--- src/rtl/vx_scan_pkg.sv ---
// vx_scan_pkg: scan operator encodings and the per-operator identity (fill) bit.
package vx_scan_pkg;
  localparam int SCAN_OP_BITS = 2;
  typedef enum logic [SCAN_OP_BITS-1:0] {
    SCAN_OP_XOR  = 2'd0,
    SCAN_OP_AND  = 2'd1,
    SCAN_OP_OR   = 2'd2,
    SCAN_OP_PASS = 2'd3
  } scan_op_e;
  function automatic logic scan_identity(input logic [SCAN_OP_BITS-1:0] op);
    return op == SCAN_OP_AND;
  endfunction
endpackage

--- src/rtl/vx_scan_level.sv ---
// vx_scan_level: one combinational Kogge-Stone level, combining each bit with its neighbour DIST away.
module vx_scan_level import vx_scan_pkg::*; #(
  parameter int N       = 8,
  parameter int DIST    = 1,
  parameter int REVERSE = 0
) (
  input  logic [N-1:0]            vec,
  input  logic [SCAN_OP_BITS-1:0] op,
  output logic [N-1:0]            res
);
  logic         id;
  logic [N-1:0] sh;
  always_comb begin
    id  = scan_identity(op);
    sh  = REVERSE != 0 ? (vec >> DIST) | ({N{id}} & ~({N{1'b1}} >> DIST))
                       : (vec << DIST) | ({N{id}} & ~({N{1'b1}} << DIST));
    res = op == SCAN_OP_XOR ? vec ^ sh :
          op == SCAN_OP_AND ? vec & sh :
          op == SCAN_OP_OR  ? vec | sh : vec;
  end
endmodule

--- src/rtl/vx_scan_pipe.sv ---
// vx_scan_pipe: elastic pipelined prefix scan; VX_SCAN_PERF_EN adds perf_reqs/perf_stalls counters.
module vx_scan_pipe import vx_scan_pkg::*; #(
  parameter int N                = 8,
  parameter int REVERSE          = 0,
  parameter int LEVELS_PER_STAGE = 1,
  parameter int TAG_WIDTH        = 4
) (
  input  logic                    clk,
  input  logic                    reset,
  input  logic                    valid_in,
  output logic                    ready_in,
  input  logic [N-1:0]            data_in,
  input  logic [SCAN_OP_BITS-1:0] op_in,
  input  logic                    excl_in,
  input  logic [TAG_WIDTH-1:0]    tag_in,
  output logic                    valid_out,
  input  logic                    ready_out,
  output logic [N-1:0]            data_out,
  output logic [TAG_WIDTH-1:0]    tag_out
`ifdef VX_SCAN_PERF_EN
  ,
  output logic [31:0]             perf_reqs,
  output logic [31:0]             perf_stalls
`endif
);
  localparam int LEVELS = $clog2(N);
  localparam int S      = LEVELS == 0 ? 1 : (LEVELS + LEVELS_PER_STAGE - 1) / LEVELS_PER_STAGE;
  localparam int LV     = LEVELS == 0 ? 1 : LEVELS;
  logic [S-1:0]            v;
  logic [N-1:0]            d  [S];
  logic [SCAN_OP_BITS-1:0] o  [S];
  logic                    x  [S];
  logic [TAG_WIDTH-1:0]    t  [S];
  logic [S:0]              adv;
  logic                    vi [S];
  logic                    xi [S];
  logic [N-1:0]            di [S];
  logic [N-1:0]            nd [S];
  logic [SCAN_OP_BITS-1:0] oi [S];
  logic [TAG_WIDTH-1:0]    ti [S];
  logic [N-1:0]            lo [LV];
  assign adv[S]    = ready_out;
  assign ready_in  = adv[0];
  assign valid_out = v[S-1];
  assign data_out  = d[S-1];
  assign tag_out   = t[S-1];
  if (LEVELS == 0) begin : g_nolvl
    assign lo[0] = di[0];
  end else begin : g_lvls
    for (genvar l = 0; l < LEVELS; l++) begin : g_lvl
      localparam int K = l / LEVELS_PER_STAGE;
      logic [N-1:0] src;
      if (l % LEVELS_PER_STAGE == 0) begin : g_first
        assign src = di[K];
      end else begin : g_chain
        assign src = lo[l-1];
      end
      vx_scan_level #(.N(N), .DIST(1 << l), .REVERSE(REVERSE)) u_lvl (
        .vec(src), .op(oi[K]), .res(lo[l])
      );
    end
  end
  for (genvar k = 0; k < S; k++) begin : g_stg
    localparam int END  = (k + 1) * LEVELS_PER_STAGE < LEVELS ? (k + 1) * LEVELS_PER_STAGE : LEVELS;
    localparam int LAST = LEVELS == 0 ? 0 : END - 1;
    if (k == 0) begin : g_head
      assign vi[0] = valid_in;
      assign di[0] = data_in;
      assign oi[0] = op_in;
      assign xi[0] = excl_in;
      assign ti[0] = tag_in;
    end else begin : g_body
      assign vi[k] = v[k-1];
      assign di[k] = d[k-1];
      assign oi[k] = o[k-1];
      assign xi[k] = x[k-1];
      assign ti[k] = t[k-1];
    end
    assign adv[k] = ~v[k] | adv[k+1];
    // exclusive: shift the finished inclusive result one place, identity into the vacated end
    if (k == S - 1) begin : g_excl
      logic id;
      logic [N-1:0] inc;
      always_comb begin
        id    = scan_identity(oi[k]);
        inc   = lo[LAST];
        nd[k] = !(xi[k] && oi[k] != SCAN_OP_PASS) ? inc :
                REVERSE != 0 ? (inc >> 1) | ({N{id}} & ~({N{1'b1}} >> 1))
                             : (inc << 1) | ({N{id}} & ~({N{1'b1}} << 1));
      end
    end else begin : g_mid
      assign nd[k] = lo[LAST];
    end
  end
  always_ff @(posedge clk) begin
    if (reset) begin
      v <= '0;
      for (int i = 0; i < S; i++) begin
        d[i] <= '0;
        o[i] <= '0;
        x[i] <= 1'b0;
        t[i] <= '0;
      end
    end else begin
      for (int i = 0; i < S; i++) begin
        if (adv[i]) begin
          v[i] <= vi[i];
          if (vi[i]) begin
            d[i] <= nd[i];
            o[i] <= oi[i];
            x[i] <= xi[i];
            t[i] <= ti[i];
          end
        end
      end
    end
  end
`ifdef VX_SCAN_PERF_EN
  always_ff @(posedge clk) begin
    if (reset) begin
      perf_reqs   <= '0;
      perf_stalls <= '0;
    end else begin
      perf_reqs   <= perf_reqs + 32'(valid_in & ready_in);
      perf_stalls <= perf_stalls + 32'(valid_out & ~ready_out);
    end
  end
`endif
endmodule

--- config.mk ---
export PLATFORM = sky130hd
export DESIGN_NAME = vx_scan_pipe
export DESIGN_NICKNAME = d
export VERILOG_FILES = /design/src/rtl/vx_scan_pkg.sv /design/src/rtl/vx_scan_level.sv /design/src/rtl/vx_scan_pipe.sv
export SDC_FILE = /design/constraint.sdc
export NUM_CORES = 1
export LEC_CHECK = 0
export BUFFER_PORTS_ARGS = -buffer_cell sky130_fd_sc_hd__buf_2
export CORE_MARGIN = 2
export CORE_UTILIZATION = 45
export CTS_CLUSTER_DIAMETER = 150
export DETAILED_ROUTE_END_ITERATION = 8
export GPL_TIMING_DRIVEN = 0
export PLACE_DENSITY = 0.67
export SYNTH_ARGS = -nofsm -noshare
export SYNTH_HDL_FRONTEND = slang
export SYNTH_SLANG_ARGS = --single-unit
export TNS_END_PERCENT = 30
--- constraint.sdc ---
create_clock -name clk -period 1.6 [get_ports clk]
set_input_delay 0.24 -clock clk [delete_from_list [all_inputs] [get_ports clk]]
set_output_delay 0.24 -clock clk [all_outputs]
set_load 0.02 [all_outputs]
==> metrics.txt <==
outcome=finished with violations; failing checks=negative setup slack; Slew Limit Fails=0; Vias/cell=4.88; total power after layout=between 2 and 3 mW; Core Footprint=6240 um^2; clock skew=approximately 2.8 ps; Post-Syn Nets=about 310; register area share after synthesis=46.3%; Max clock buf depth=2; CP startpoint kind=flip-flop; DR iter-0 viols=41; cell area after layout=approximately 3400 um^2; cell area after synthesis=around 2900 um^2; Period minus WS final=between 1500 and 2000 ps; ANT cells=0; Max Cap Viol=0; Cell variety after synth=30; setup_tns=-35.5 ps; Rel. slew slack=a little over 60%; Max IR drop VDD=0.000412 V; crit-path max FO=3; Top-Level Pins=33; Sink Count=45; Rows=29; RSZ-0062 raised after global routing=yes; final setup vio count=4; crit path DAT=1660 ps; ys async rst share=0%; detailed-router iteration count before antenna repair=4; clk root buf=clkbuf_8; DR WL/cell=about 12 um; TritonCTS buffer count=5; Detail Route Antenna Nets=0; dominant synthesized flop cell=edfxtp_1; CTS tree=built; initial antenna violation count=0; Non-Filler Instances=roughly 380; Layout area overhead=17.7%; Yosys top cell by area=edfxtp_1; # DRC=0; clock slew at reported path FFs=roughly 80 ps; synthesized flop and latch total=45; Worst-Skew Late Latency=~290 ps; FILL cells=around 550; Worst Path Required=1640 ps; number of synthesized flops with an enable pin=42; DR vias=approximately 1900; Fmax achieved=around 0.6 GHz; Global Route Usage Sum=roughly an eighth; Synth Instances=259; Synth area leaders=edfxtp_1 (44%), ha_1 (15%), mux4_2 (6.3%); Synth warnings=0; Mapped Avg Cell Area=around 11 um^2; crit path capture type=flip-flop; Layout Nets=around 360; top post-synthesis cells by count=edfxtp_1 (42), ha_1 (34), inv_1 (34); hpwl dp=between 3000 and 4000 um; Cells after DPL=approximately 370; Die Area=about 7000 um^2; Hold Path Class=in2reg; endpoints failing hold=0; wirelength, routed=between 4000 and 5000 um; fraction of layout cells with a size suffix above 1=31.9%; crit path kind=reg2reg; die height=approximately 84 um; pin count of the biggest net entering global routing=16; final setup margin=-18.4 ps; die boundary width=approximately 84 um; leakage=1.50 nW; DP Area=roughly 3100 um^2; htree depth=2; I/O Buffers=31; measured slew at the worst slew-check pin=565 ps; fin util=a little over half; share of the synthesized area in the top cell type=44.2%; vias in the first global route=roughly 1700; Tcrit/Tclk final=101%; count leader, synth=edfxtp_1; Initial Util=a little under half; PwrDens=826 nW/um^2; Fin Hold WS=between 150 and 200 ps; remaining global-route overflow=0; pre-CTS setup slack=-64.8 ps; first-pass GRT wire length=7400 um; Final GP Congestion=slightly above 0.8
## sequential cells by signal (all words and copies together) (netlist names)
name and count:
o 4, v 3, t 12, d 24, x 2
## where the power goes
group	internal, mW	leakage, nW	switching, mW
clock	0.352	0.0455	0.362
combinational	0.305	0.983	0.307
sequential	1.40	0.475	0.0471
total	2.06	1.50	0.717
## path summary, 6_finish.rpt
path | startpoint | end | slack, ps | cells after the start
worst max-delay path | d[0][10] | d[0][23] | -20 | 5
worst min-delay path | valid_in | v[0] | 190 | 3
worst max register to register | d[0][10] | d[0][23] | -20 | 5
worst min register to register | v[0] | v[0] | 530 | 2
## final cells by class
class | count | area (um^2) | share of cell area (%)
multi-input combinational | 155 | 1320 | 39.4
sequential | 45 | 1320 | 39.4
timing repair buffer | 40 | 230 | 6.86
buffer | 25 | 168 | 4.99
inverter | 34 | 128 | 3.80
tap | 77 | 96.3 | 2.87
clock buffer | 8 | 90.1 | 2.68
## cells in the final DEF (no fill, tap or decap), types with 2 or more instances in the layout
cell type / instances
a21oi_1: 16
inv_2: 6
mux4_2: 8
clkbuf_1: 6
and2_4: 2
nor2b_1: 9
a211oi_1: 15
clkbuf_8: 6
inv_1: 28
nor2_1: 15
nor2_2: 2
a21o_1: 2
dfxtp_1: 2
ha_4: 4
buf_2: 35
nand2_1: 17
and2_1: 21
ha_1: 29
buf_4: 20
buf_6: 3
edfxtp_1: 42
## timing repair
item,CTS,global route
hold buffers,0,0
endpoints found under the setup margin,13,31
setup buffers,3,6
pin swaps,1,3
resized for setup,7,20
## logic make-up after synthesis
group                      share of synthesized area [%]
and+or+nand+nor                                     12.7
buffers and inverters                               10.1
DFF                                                 46.3
AOI/OAI and AO/OA                                   9.29
adders and majority gates                           14.9
muxes                                               6.71
## per-layer routing
metal,share of wire [%],vias to the layer above,track usage [%]
li1,-,965,-
met5,0,-,0
met2,54,35,23.4
met4,1.6,0,4.84
met3,3.4,8,2.67
met1,41,865,14.8
## critical path: stages, from the launching register on
cell and delay (ps):
edfxtp_1 420, inv_1 80, ha_1 230, mux4_2 480, nor2_2 100, nor4_1 60
Power figures use the tool's default switching activity.
